[src/rtl/divmod_if.sv]
// Request/result bundle for the sequential divider.
// The master drives go/a/b; the slave returns ready/done/error/quot/rem.
interface divmod_if #(
  parameter int unsigned WIDTH_LOG = 4
);
  localparam int unsigned WIDTH = 1 << WIDTH_LOG;

  logic             go;
  logic [WIDTH-1:0] a;
  logic [WIDTH-1:0] b;
  logic             ready;
  logic             done;
  logic             error;
  logic [WIDTH-1:0] quot;
  logic [WIDTH-1:0] rem;

  modport master (output go, a, b, input ready, done, error, quot, rem);
  modport slave  (input go, a, b, output ready, done, error, quot, rem);
endinterface

[src/rtl/divmod.sv]
// Unsigned restoring divider whose iteration count is set by the
// difference of the operands' leading-one positions.
module prio_enc #(
  parameter int unsigned WIDTH_LOG = 4
) (
  input  logic [(1 << WIDTH_LOG)-1:0] value,
  output logic [7:0]                  msb
);
  localparam int unsigned WIDTH = 1 << WIDTH_LOG;

  // Highest set bit wins; an all-zero value reports position 0.
  always_comb begin
    msb = '0;
    for (int i = 0; i < WIDTH; i++) begin
      if (value[i]) msb = 8'(i);
    end
  end
endmodule

module divmod #(
  parameter int unsigned WIDTH_LOG = 4
) (
  input  logic    clk,
  input  logic    rst_n,
  divmod_if.slave bus
);
  localparam int unsigned WIDTH = 1 << WIDTH_LOG;

  typedef enum logic {IDLE, DIV} state_t;

  state_t               state;
  logic                 ready;
  logic                 done;
  logic                 error;
  logic [WIDTH-1:0]     quot;
  logic [WIDTH-1:0]     rem;
  logic [WIDTH-1:0]     d;
  logic [WIDTH_LOG-1:0] cnt;

  logic [7:0]           ma;
  logic [7:0]           mb;
  logic [WIDTH_LOG-1:0] shift;

  prio_enc #(.WIDTH_LOG(WIDTH_LOG)) u_enc_a (.value(bus.a), .msb(ma));
  prio_enc #(.WIDTH_LOG(WIDTH_LOG)) u_enc_b (.value(bus.b), .msb(mb));

  // Only reached when a >= b > 0, so ma >= mb and the low bits suffice.
  assign shift = WIDTH_LOG'(ma - mb);

  always_ff @(posedge clk or negedge rst_n) begin
    if (!rst_n) begin
      state <= IDLE;
      ready <= 1'b1;
      done  <= 1'b0;
      error <= 1'b0;
      quot  <= '0;
      rem   <= '0;
      d     <= '0;
      cnt   <= '0;
    end else begin
      done <= 1'b0;
      case (state)
        IDLE: begin
          if (bus.go) begin
            if (bus.b == '0) begin
              error <= 1'b1;
              quot  <= '0;
              rem   <= bus.a;
              done  <= 1'b1;
            end else if (bus.a < bus.b) begin
              error <= 1'b0;
              quot  <= '0;
              rem   <= bus.a;
              done  <= 1'b1;
            end else begin
              error <= 1'b0;
              quot  <= '0;
              rem   <= bus.a;
              d     <= bus.b << shift;
              cnt   <= shift;
              ready <= 1'b0;
              state <= DIV;
            end
          end
        end
        DIV: begin
          // One quotient bit per cycle, divisor walking back toward bit 0.
          if (rem >= d) begin
            rem  <= rem - d;
            quot <= {quot[WIDTH-2:0], 1'b1};
          end else begin
            quot <= {quot[WIDTH-2:0], 1'b0};
          end
          d <= d >> 1;
          if (cnt == '0) begin
            state <= IDLE;
            ready <= 1'b1;
            done  <= 1'b1;
          end else begin
            cnt <= cnt - WIDTH_LOG'(1);
          end
        end
      endcase
    end
  end

  assign bus.ready = ready;
  assign bus.done  = done;
  assign bus.error = error;
  assign bus.quot  = quot;
  assign bus.rem   = rem;
endmodule

[src/flat_wrapper.sv]
// flat-port wrapper written by rule: the top's interface ports become plain ports
module divmod_flat 
#(
  parameter int unsigned WIDTH_LOG = 4
)
  (clk, rst_n, bus_go, bus_a, bus_b, bus_ready, bus_done, bus_error, bus_quot, bus_rem);
  divmod_if #(.WIDTH_LOG(WIDTH_LOG)) bus_i ();
  input  logic clk;
  input  logic rst_n;
  input wire logic [$bits(bus_i.go)-1:0] bus_go;
  input wire logic [$bits(bus_i.a)-1:0] bus_a;
  input wire logic [$bits(bus_i.b)-1:0] bus_b;
  output wire logic [$bits(bus_i.ready)-1:0] bus_ready;
  output wire logic [$bits(bus_i.done)-1:0] bus_done;
  output wire logic [$bits(bus_i.error)-1:0] bus_error;
  output wire logic [$bits(bus_i.quot)-1:0] bus_quot;
  output wire logic [$bits(bus_i.rem)-1:0] bus_rem;
  assign bus_i.go = bus_go;
  assign bus_i.a = bus_a;
  assign bus_i.b = bus_b;
  assign bus_ready = bus_i.ready;
  assign bus_done = bus_i.done;
  assign bus_error = bus_i.error;
  assign bus_quot = bus_i.quot;
  assign bus_rem = bus_i.rem;
  divmod #(.WIDTH_LOG(WIDTH_LOG)) u_core (.clk(clk), .rst_n(rst_n), .bus(bus_i));
endmodule
[config.mk]
export PLATFORM = sky130hd
export DESIGN_NAME = divmod_flat
export DESIGN_NICKNAME = d
export VERILOG_FILES = /design/src/rtl/divmod_if.sv /design/src/rtl/divmod.sv /design/src/flat_wrapper.sv
export SDC_FILE = /design/constraint.sdc
export NUM_CORES = 1
export LEC_CHECK = 0
export ABC_CLOCK_PERIOD_IN_PS = 2900
export CAP_MARGIN = 5
export CORE_MARGIN = 2
export CORE_UTILIZATION = 35
export CTS_CLUSTER_SIZE = 10
export DETAILED_ROUTE_END_ITERATION = 16
export GPL_TIMING_DRIVEN = 0
export PLACE_DENSITY = 0.52
export SYNTH_ARGS = -nofsm -noshare
export SYNTH_HDL_FRONTEND = slang
export SYNTH_SLANG_ARGS = --single-unit
[constraint.sdc]
create_clock -name clk -period 2.9 [get_ports clk]
set_input_delay 0.29 -clock clk [delete_from_list [all_inputs] [get_ports clk]]
set_output_delay 0.29 -clock clk [all_outputs]
set_load 0.01 [all_outputs]
==> impl_metrics.py, run 1 <==
metrics = {
    "worst_setup_path": {
        "critPathCaptureType": "flop",
        "crit_slowest_cell": "clkdlybuf4s50_1",
        "required_ns": 3.09,
        "critical_path.max_fanout": 8,
        "worstSetupStartpointType": "primary input",
        "critPathKind": "primary input to flop",
        "cpPeakStageDelay_ns": 0.68,
        "cp.arrival_ns": 3.11,
        "crit_chain": "clkdlybuf4s50_1 -> a21oi_1 -> o31a_1 -> ha_2 -> fa_2 -> buf_8 -> mux4_2 -> nand2_1 -> o211ai_1 -> a22oi_1 -> o21ai_1",
    },
    "status": {
        "status": "finished with violations",
        "violations": "negative setup slack",
    },
    "clock_tree": {
        "cts_buffer_depth": 2,
        "cts_inserted_buffers": 5,
        "cts.sinks": 56,
        "cts-root-buf": "clkbuf_16",
        "cts_tree": "yes",
        "h-tree-depth": 2,
        "clock_latency_ns": 0.30,
        "clk_pin_slew_ns": 0.08,
    },
    "logic_synthesis": {
        "ys_seq_area_frac": 0.304,
        "syn_inst": 549,
        "synth_nets": 621,
        "yosys.area_share.adder": 0.104,
        "ys_top_cells_by_area": "dfrtp_1, ha_1, mux2i_1, nand2_1, o21ai_0",
        "mappedNetlistArea_sq_um": 4610,
        "syn_area_per_cell_sq_um": 8.39,
        "synthXorXnorAreaFrac": 0.0285,
        "synth_top_cell_by_area": "dfrtp_1",
        "ys_ff_latch": 56,
        "yosys_warnings": 0,
        "synth_top_area_frac": 0.299,
        "synth_edf_count": 0,
        "synth.distinct_cells": 64,
        "synth-main-ff-cell": "dfrtp_1",
        "yosys.area_share.simple": 0.167,
        "synth_top_family_by_area": "compound AO/OA/AOI/OAI gates",
        "synth_async_sr_flop_share": 1.00,
        "synth-compound-area-share": 0.238,
        "muxShareOfSynthArea": 0.0970,
    },
    "global_route": {
        "track_usage": 0.207,
        "grt_busiest_layer": "met2",
        "grtUsageMet2": 0.342,
        "met3_usage": 0.0217,
        "overflow": 0,
        "antenna_found_initial": 0,
        "first_global_vias": 4201,
        "grt_max_degree": 40,
        "grt_pass1_wl_um": 23200,
        "met1_usage": 0.291,
    },
    "final_layout": {
        "final_area_sq_um": 6050,
        "utilization": 0.475,
        "areaGrowthSynthToFinish_pct": 31.2,
        "n_antenna_cell": 0,
        "final_nets": 711,
        "fin_cells": 812,
        "drive_gt1_frac": 0.173,
    },
    "power": {
        "vdd_drop_max_mv": 0.358,
        "leakagePower_nw": 2.62,
        "powerDensity_nw_per_um2": 1050,
    },
    "die": {
        "die_x_um": 119,
        "io_pins": 70,
        "core_sq_um": 12700,
        "die_h_um": 119,
        "start_util": 0.362,
        "num_rows": 41,
        "dieArea_sq_um": 14100,
    },
    "drt": {
        "route.vias.total": 4407,
        "drt.antenna.violating_nets": 0,
        "drtPass1Iterations": 4,
        "first_iter_violations": 324,
        "wl_per_cell_um": 18.0,
        "drt-total-wl_um": 14600,
        "post-route-drc-count": 0,
        "vias_per_cell": 5.43,
    },
    "timing": {
        "post-route-period-util": 1.01,
        "relSlewSlack": 0.428,
        "fmax_mhz": 343,
        "hold_violations": 0,
        "setup_viol": 1,
        "rsz0062_at_grt": "yes",
        "skew_ns": 0.00785,
        "setup_tns_ns": -0.0158,
        "timing.final.ws_setup_ns": -0.0158,
        "slew_violations": 0,
        "worst_pin_slew_ns": 0.846,
        "fin_crit_ns": 2.92,
    },
    "flow_run": {
        "cap_viol_max_count": 0,
    },
    "place": {
        "io_buffer_count": 69,
        "gp_congestion": 0.859,
        "dp.cells": 791,
        "placed_cell_area_sq_um": 5530,
        "dp_hpwl_um": 11500,
    },
    "min_path": {
        "hold_path.class": "primary input to flop",
    },
}
sequential cells by signal, summed over array words and instances, names as in the netlist:
| register | flops |
|---|---|
| u_core.bus.ready | 1 |
| u_core.d | 16 |
| u_core.bus.rem | 16 |
| u_core.cnt | 4 |
| u_core.bus.error | 1 |
| u_core.bus.done | 1 |
| u_core.state | 1 |
| u_core.bus.quot | 16 |
stage by stage:
step,hold WS [ns],worst slack (ns),total power [mW]
after global routing,0.364,-0.0845,6.91
final,0.343,-0.0158,6.33
after CTS,0.343,-0.0568,6.25
after floorplan,-0.00559,0.0183,4.18
after detailed placement,0.277,-1.20,5.52
after global placement,0.470,-1.21,5.49
power breakdown:
part / switching (mW) / leakage, nW / internal (mW)
Combinational: 2.31 / 1.85 / 1.91
Sequential: 0.317 / 0.696 / 1.16
Clock: 0.312 / 0.0680 / 0.327
Total: 2.93 / 2.62 / 3.39
placed cells by master (no fill, tap or decap), types with 7 or more instances in the layout:
| cell type | netlist | routed |
|---|---|---|
| o21ai_1 | 7 | 12 |
| nand2_1 | 64 | 63 |
| inv_1 | 46 | 43 |
| nand4_1 | 7 | 7 |
| mux2i_1 | 30 | 23 |
| a21oi_1 | 43 | 35 |
| a31oi_1 | 10 | 10 |
| dfrtp_1 | 55 | 55 |
| o21ai_0 | 45 | 40 |
| nor2_1 | 39 | 36 |
| nand3_1 | 7 | 7 |
| buf_4 | 1 | 20 |
| clkbuf_1 | 12 | 8 |
| ha_1 | 35 | 34 |
| dlygate4sd2_1 | 0 | 12 |
| clkdlybuf4s50_1 | 0 | 41 |
final cells by class:
| type | instances | area, sq um |
|---|---|---|
| timing repair buffer | 84 | 776 |
| multi-input combinational | 424 | 3170 |
| clock buffer | 5 | 125 |
| clock inverter | 3 | 26.3 |
| tap | 172 | 215 |
| fill | 1318 | 6680 |
| inverter | 46 | 178 |
| buffer | 22 | 149 |
| sequential | 56 | 1400 |
synth_stat cells (8+ instances only):
cell / n
o21ai_0: 45
dfrtp_1: 55
nor2_1: 39
inv_1: 46
clkbuf_1: 12
ha_1: 35
nand2_1: 64
xor2_1: 8
nor3_1: 12
a21oi_1: 43
a31oi_1: 10
mux2i_1: 30
kinds of logic (layout without fill, tap and decap cells):
group,Yosys count,after routing
AOI/OAI and AO/OA,171,171
xor gates and xnor gates,15,15
adders and majority gates,37,37
buffers and inverters,69,160
DFF,56,56
muxes,39,39
and+or+nand+nor,162,162
worst paths after layout:
kind	slack [ns]	start	cells after the start	endpoint
setup / recovery	-0.02	bus_a[13]	11	u_core.d[13]$_DFFE_PN0P_
hold / removal	0.34	bus_a[3]	3	u_core.bus.rem[3]$_DFFE_PN0P_
setup reg to reg	0.23	u_core.bus.rem[2]$_DFFE_PN0P_	9	u_core.bus.rem[12]$_DFFE_PN0P_
hold reg to reg	0.49	u_core.bus.error$_DFFE_PN0P_	2	u_core.bus.error$_DFFE_PN0P_
max in group asynchronous	1.77	rst_n	3	u_core.bus.ready$_DFFE_PN1P_
min in group asynchronous	0.48	rst_n	2	u_core.bus.rem[0]$_DFFE_PN0P_
per-layer routing:
layer  vias up  wire length, um
met5         -                0
met4         0              202
met3        12              607
met2       106             7050
met1      2134             6760
li1       2155                -
repair_timing:
action | in CTS | in global routing
resized for setup | 103 | 48
pin swaps | 16 | 25
buffers inserted | 8 | 5
hold buffers | 1 | 0
endpoints found under the hold margin | 17 | 0
setup endpoints to repair | 32 | 30
critical path, delay by kind of cell:
kind / cells / cell delay, ns
simple gates: 1 / 0.08
mux: 1 / 0.51
compound gates: 5 / 0.64
fa+ha+maj: 2 / 0.77
buf+inv: 2 / 0.83
No activity file was read; power rests on OpenSTA's default activity.
==> inputs of run 2 (changes only) <==
--- a/config.mk
+++ b/config.mk
@@ -8,11 +8,11 @@
 export ABC_CLOCK_PERIOD_IN_PS = 2900
 export CAP_MARGIN = 5
 export CORE_MARGIN = 2
-export CORE_UTILIZATION = 35
-export CTS_CLUSTER_SIZE = 10
+export CORE_UTILIZATION = 55
+export CTS_CLUSTER_SIZE = 14
 export DETAILED_ROUTE_END_ITERATION = 16
 export GPL_TIMING_DRIVEN = 0
-export PLACE_DENSITY = 0.52
+export PLACE_DENSITY = 0.77
 export SYNTH_ARGS = -nofsm -noshare
 export SYNTH_HDL_FRONTEND = slang
 export SYNTH_SLANG_ARGS = --single-unit
==> run 2 against run 1 <==
  * The run still ends with negative setup slack left
  * Critical path depth increased by 4
  * First-iteration DRC count increased by 11%
  * Hold slack got worse by 0.013 ns
  * Die area decreased by 35%
  * Largest power group unchanged
  * Non-clock buffer count decreased by 3
  * Total power decreased by 2.7%
  * Sequential share of layout area increased by 0.64 points
  * Combinational power about the same
  * Highest routed layer unchanged
==> impl_metrics.py, run 2 (synthesized netlist as in run 1, its figures left out) <==
metrics = {
    "global_route": {
        "first_global_vias": 4418,
        "overflow": 0,
        "track_usage": 0.307,
        "grt_max_degree": 38,
        "grt_pass1_wl_um": 21600,
        "antenna_found_initial": 0,
    },
    "final_layout": {
        "utilization": 0.720,
        "top_regs": "u_core.bus.quot (16), u_core.bus.rem (16), u_core.d (16)",
        "final_nets": 708,
        "drive_gt1_frac": 0.168,
        "layout_common_cells": "nand2_1, dfrtp_1, inv_1",
        "final_area_sq_um": 5880,
        "areaGrowthSynthToFinish_pct": 27.7,
        "fin_cells": 742,
        "layout_commonest_cell": "nand2_1",
        "n_antenna_cell": 0,
    },
    "power": {
        "power_frac_clock": 0.076,
        "pwr-share-seq": 0.239,
        "p_sw_mw": 2.92,
        "power.internal_mw": 3.24,
        "leakagePower_nw": 2.60,
        "powerDensity_nw_per_um2": 1050,
        "switching_share": 0.474,
        "vdd_drop_max_mv": 0.420,
        "combPwrFrac": 0.684,
    },
    "worst_setup_path": {
        "critical_path.max_fanout": 7,
        "critPathCaptureType": "flop",
        "cpPeakStageDelay_ns": 0.47,
        "r2r_slack_ns": 0.21,
        "worstSetupStartpointType": "primary input",
        "worstReg2RegStart": "u_core.bus.rem[2]$_DFFE_PN0P_",
        "crit_chain": "clkdlybuf4s15_1 -> a21oi_2 -> o21ai_1 -> a21oi_2 -> nor2_1 -> o31ai_2 -> ha_2 -> fa_1 -> buf_6 -> buf_12 -> mux2i_4 -> mux2i_1 -> nor2_1 -> nor3_2 -> a221oi_2",
        "reg2reg_depth": 9,
        "critPathKind": "primary input to flop",
        "crit_slowest_cell": "fa_1",
        "r2r-end": "u_core.bus.rem[10]$_DFFE_PN0P_",
        "required_ns": 3.09,
        "cp.arrival_ns": 3.17,
    },
    "status": {
        "status": "finished with violations",
        "violations": "negative setup slack",
    },
    "clock_tree": {
        "cts_tree": "yes",
        "clk_pin_slew_ns": 0.12,
        "h-tree-depth": 2,
        "clock_latency_ns": 0.32,
        "cts-root-buf": "clkbuf_8",
        "cts_inserted_buffers": 5,
        "cts_buffer_depth": 2,
        "cts.sinks": 56,
    },
    "drt": {
        "first_iter_violations": 360,
        "post-route-drc-count": 0,
        "vias_per_cell": 6.31,
        "drtPass1Iterations": 5,
        "drt.antenna.violating_nets": 0,
        "route.vias.total": 4679,
        "wl_per_cell_um": 19.1,
        "drt-total-wl_um": 14200,
    },
    "place": {
        "place_ws_ns": -1.16,
        "dp_hpwl_um": 10600,
        "gp_congestion": 0.937,
        "dp.cells": 724,
        "placed_cell_area_sq_um": 5450,
        "io_buffer_count": 69,
    },
    "die": {
        "die_h_um": 95.5,
        "num_rows": 33,
        "dieArea_sq_um": 9120,
        "die_x_um": 95.5,
        "core_sq_um": 8180,
        "io_pins": 70,
        "start_util": 0.564,
    },
    "timing": {
        "fmax_mhz": 335,
        "rsz0062_at_grt": "yes",
        "setup_viol": 7,
        "skew_ns": 0.0113,
        "hold_violations": 0,
        "fin_crit_ns": 2.98,
        "worst_pin_slew_ns": 0.903,
        "setup_tns_ns": -0.221,
        "timing.final.ws_setup_ns": -0.0836,
        "slew_violations": 0,
        "relSlewSlack": 0.389,
        "post-route-period-util": 1.03,
    },
    "min_path": {
        "worstHoldStart": "bus_a[1]",
        "hold_path.class": "primary input to flop",
        "hold_depth": 5,
        "holdPathEnd": "u_core.bus.rem[1]$_DFFE_PN0P_",
    },
    "flow_run": {
        "cap_viol_max_count": 0,
    },
}
-- run 2: changes by cell type in the layout (fill, tap and decap cells not counted), sizes merged --
cell | before | now
dlymetal6s2s | 1 | 2
buf | 34 | 31
clkdlybuf4s15 | 3 | 4
dlygate4sd2 | 12 | 11
clkbuf | 19 | 18
-- run 2: metrics by stage --
step	hold slack (ns)	total power, mW
2_1_floorplan	-0.00559	4.18
3_3_place_gp	0.468	5.33
3_5_place_dp	0.291	5.46
4_1_cts	0.329	5.99
5_1_grt	0.352	6.66
6_report	0.330	6.16
-- run 2: critical path, delay by kind of cell --
kind / cells / cell delay [ns]
buffers and inverters: 3 / 0.61
AOI/OAI and AO/OA: 5 / 0.72
and+or+nand+nor: 3 / 0.42
muxes: 2 / 0.42
adders and majority gates: 2 / 0.70
-- run 2: how the worst max path moves through the flow --
stage | start | to | slack (ns)
2_1_floorplan | bus_a[2] | u_core.d[13]$_DFFE_PN0P_ | 0.02
3_3_place_gp | bus_b[1] | u_core.d[11]$_DFFE_PN0P_ | -1.06
3_5_place_dp | bus_b[2] | u_core.d[11]$_DFFE_PN0P_ | -1.16
4_1_cts | bus_a[2] | u_core.d[13]$_DFFE_PN0P_ | -0.06
5_1_grt | bus_b[2] | u_core.d[14]$_DFFE_PN0P_ | -0.18
6_report | bus_b[6] | u_core.d[14]$_DFFE_PN0P_ | -0.08
-- run 2: routing by layer --
layer	track usage	up-vias	part of all wire
li1	-	2160	-
met1	0.394	2254	0.43
met2	0.522	214	0.48
met3	0.0340	51	0.054
met4	0.135	0	0.044
met5	0	-	0
-- run 2: area by class of cell --
cell class	instances	area, sq um
buffer	21	138
tap	105	131
fill	658	2290
multi-input combinational	424	3140
clock buffer	5	68.8
timing repair buffer	82	802
inverter	46	178
clock inverter	3	26.3
sequential	56	1400
-- run 2: timing repair --
action                                  in CTS  in global routing
gates cloned                                 0                  1
endpoints found under the setup margin      32                 26
buffers inserted                             8                  3
endpoints found under the hold margin       19                  0
pin swaps                                   21                 24
hold buffers                                 1                  0
resized for setup                          107                 38
-- run 2: power by group through the flow --
stage / registers (mW) / clock network [mW] / logic, mW
2_1_floorplan: 1.49 / 0 / 2.69
3_3_place_gp: 1.46 / 0 / 3.87
3_5_place_dp: 1.48 / 0 / 3.98
4_1_cts: 1.47 / 0.470 / 4.05
5_1_grt: 1.52 / 0.502 / 4.64
6_report: 1.47 / 0.470 / 4.22
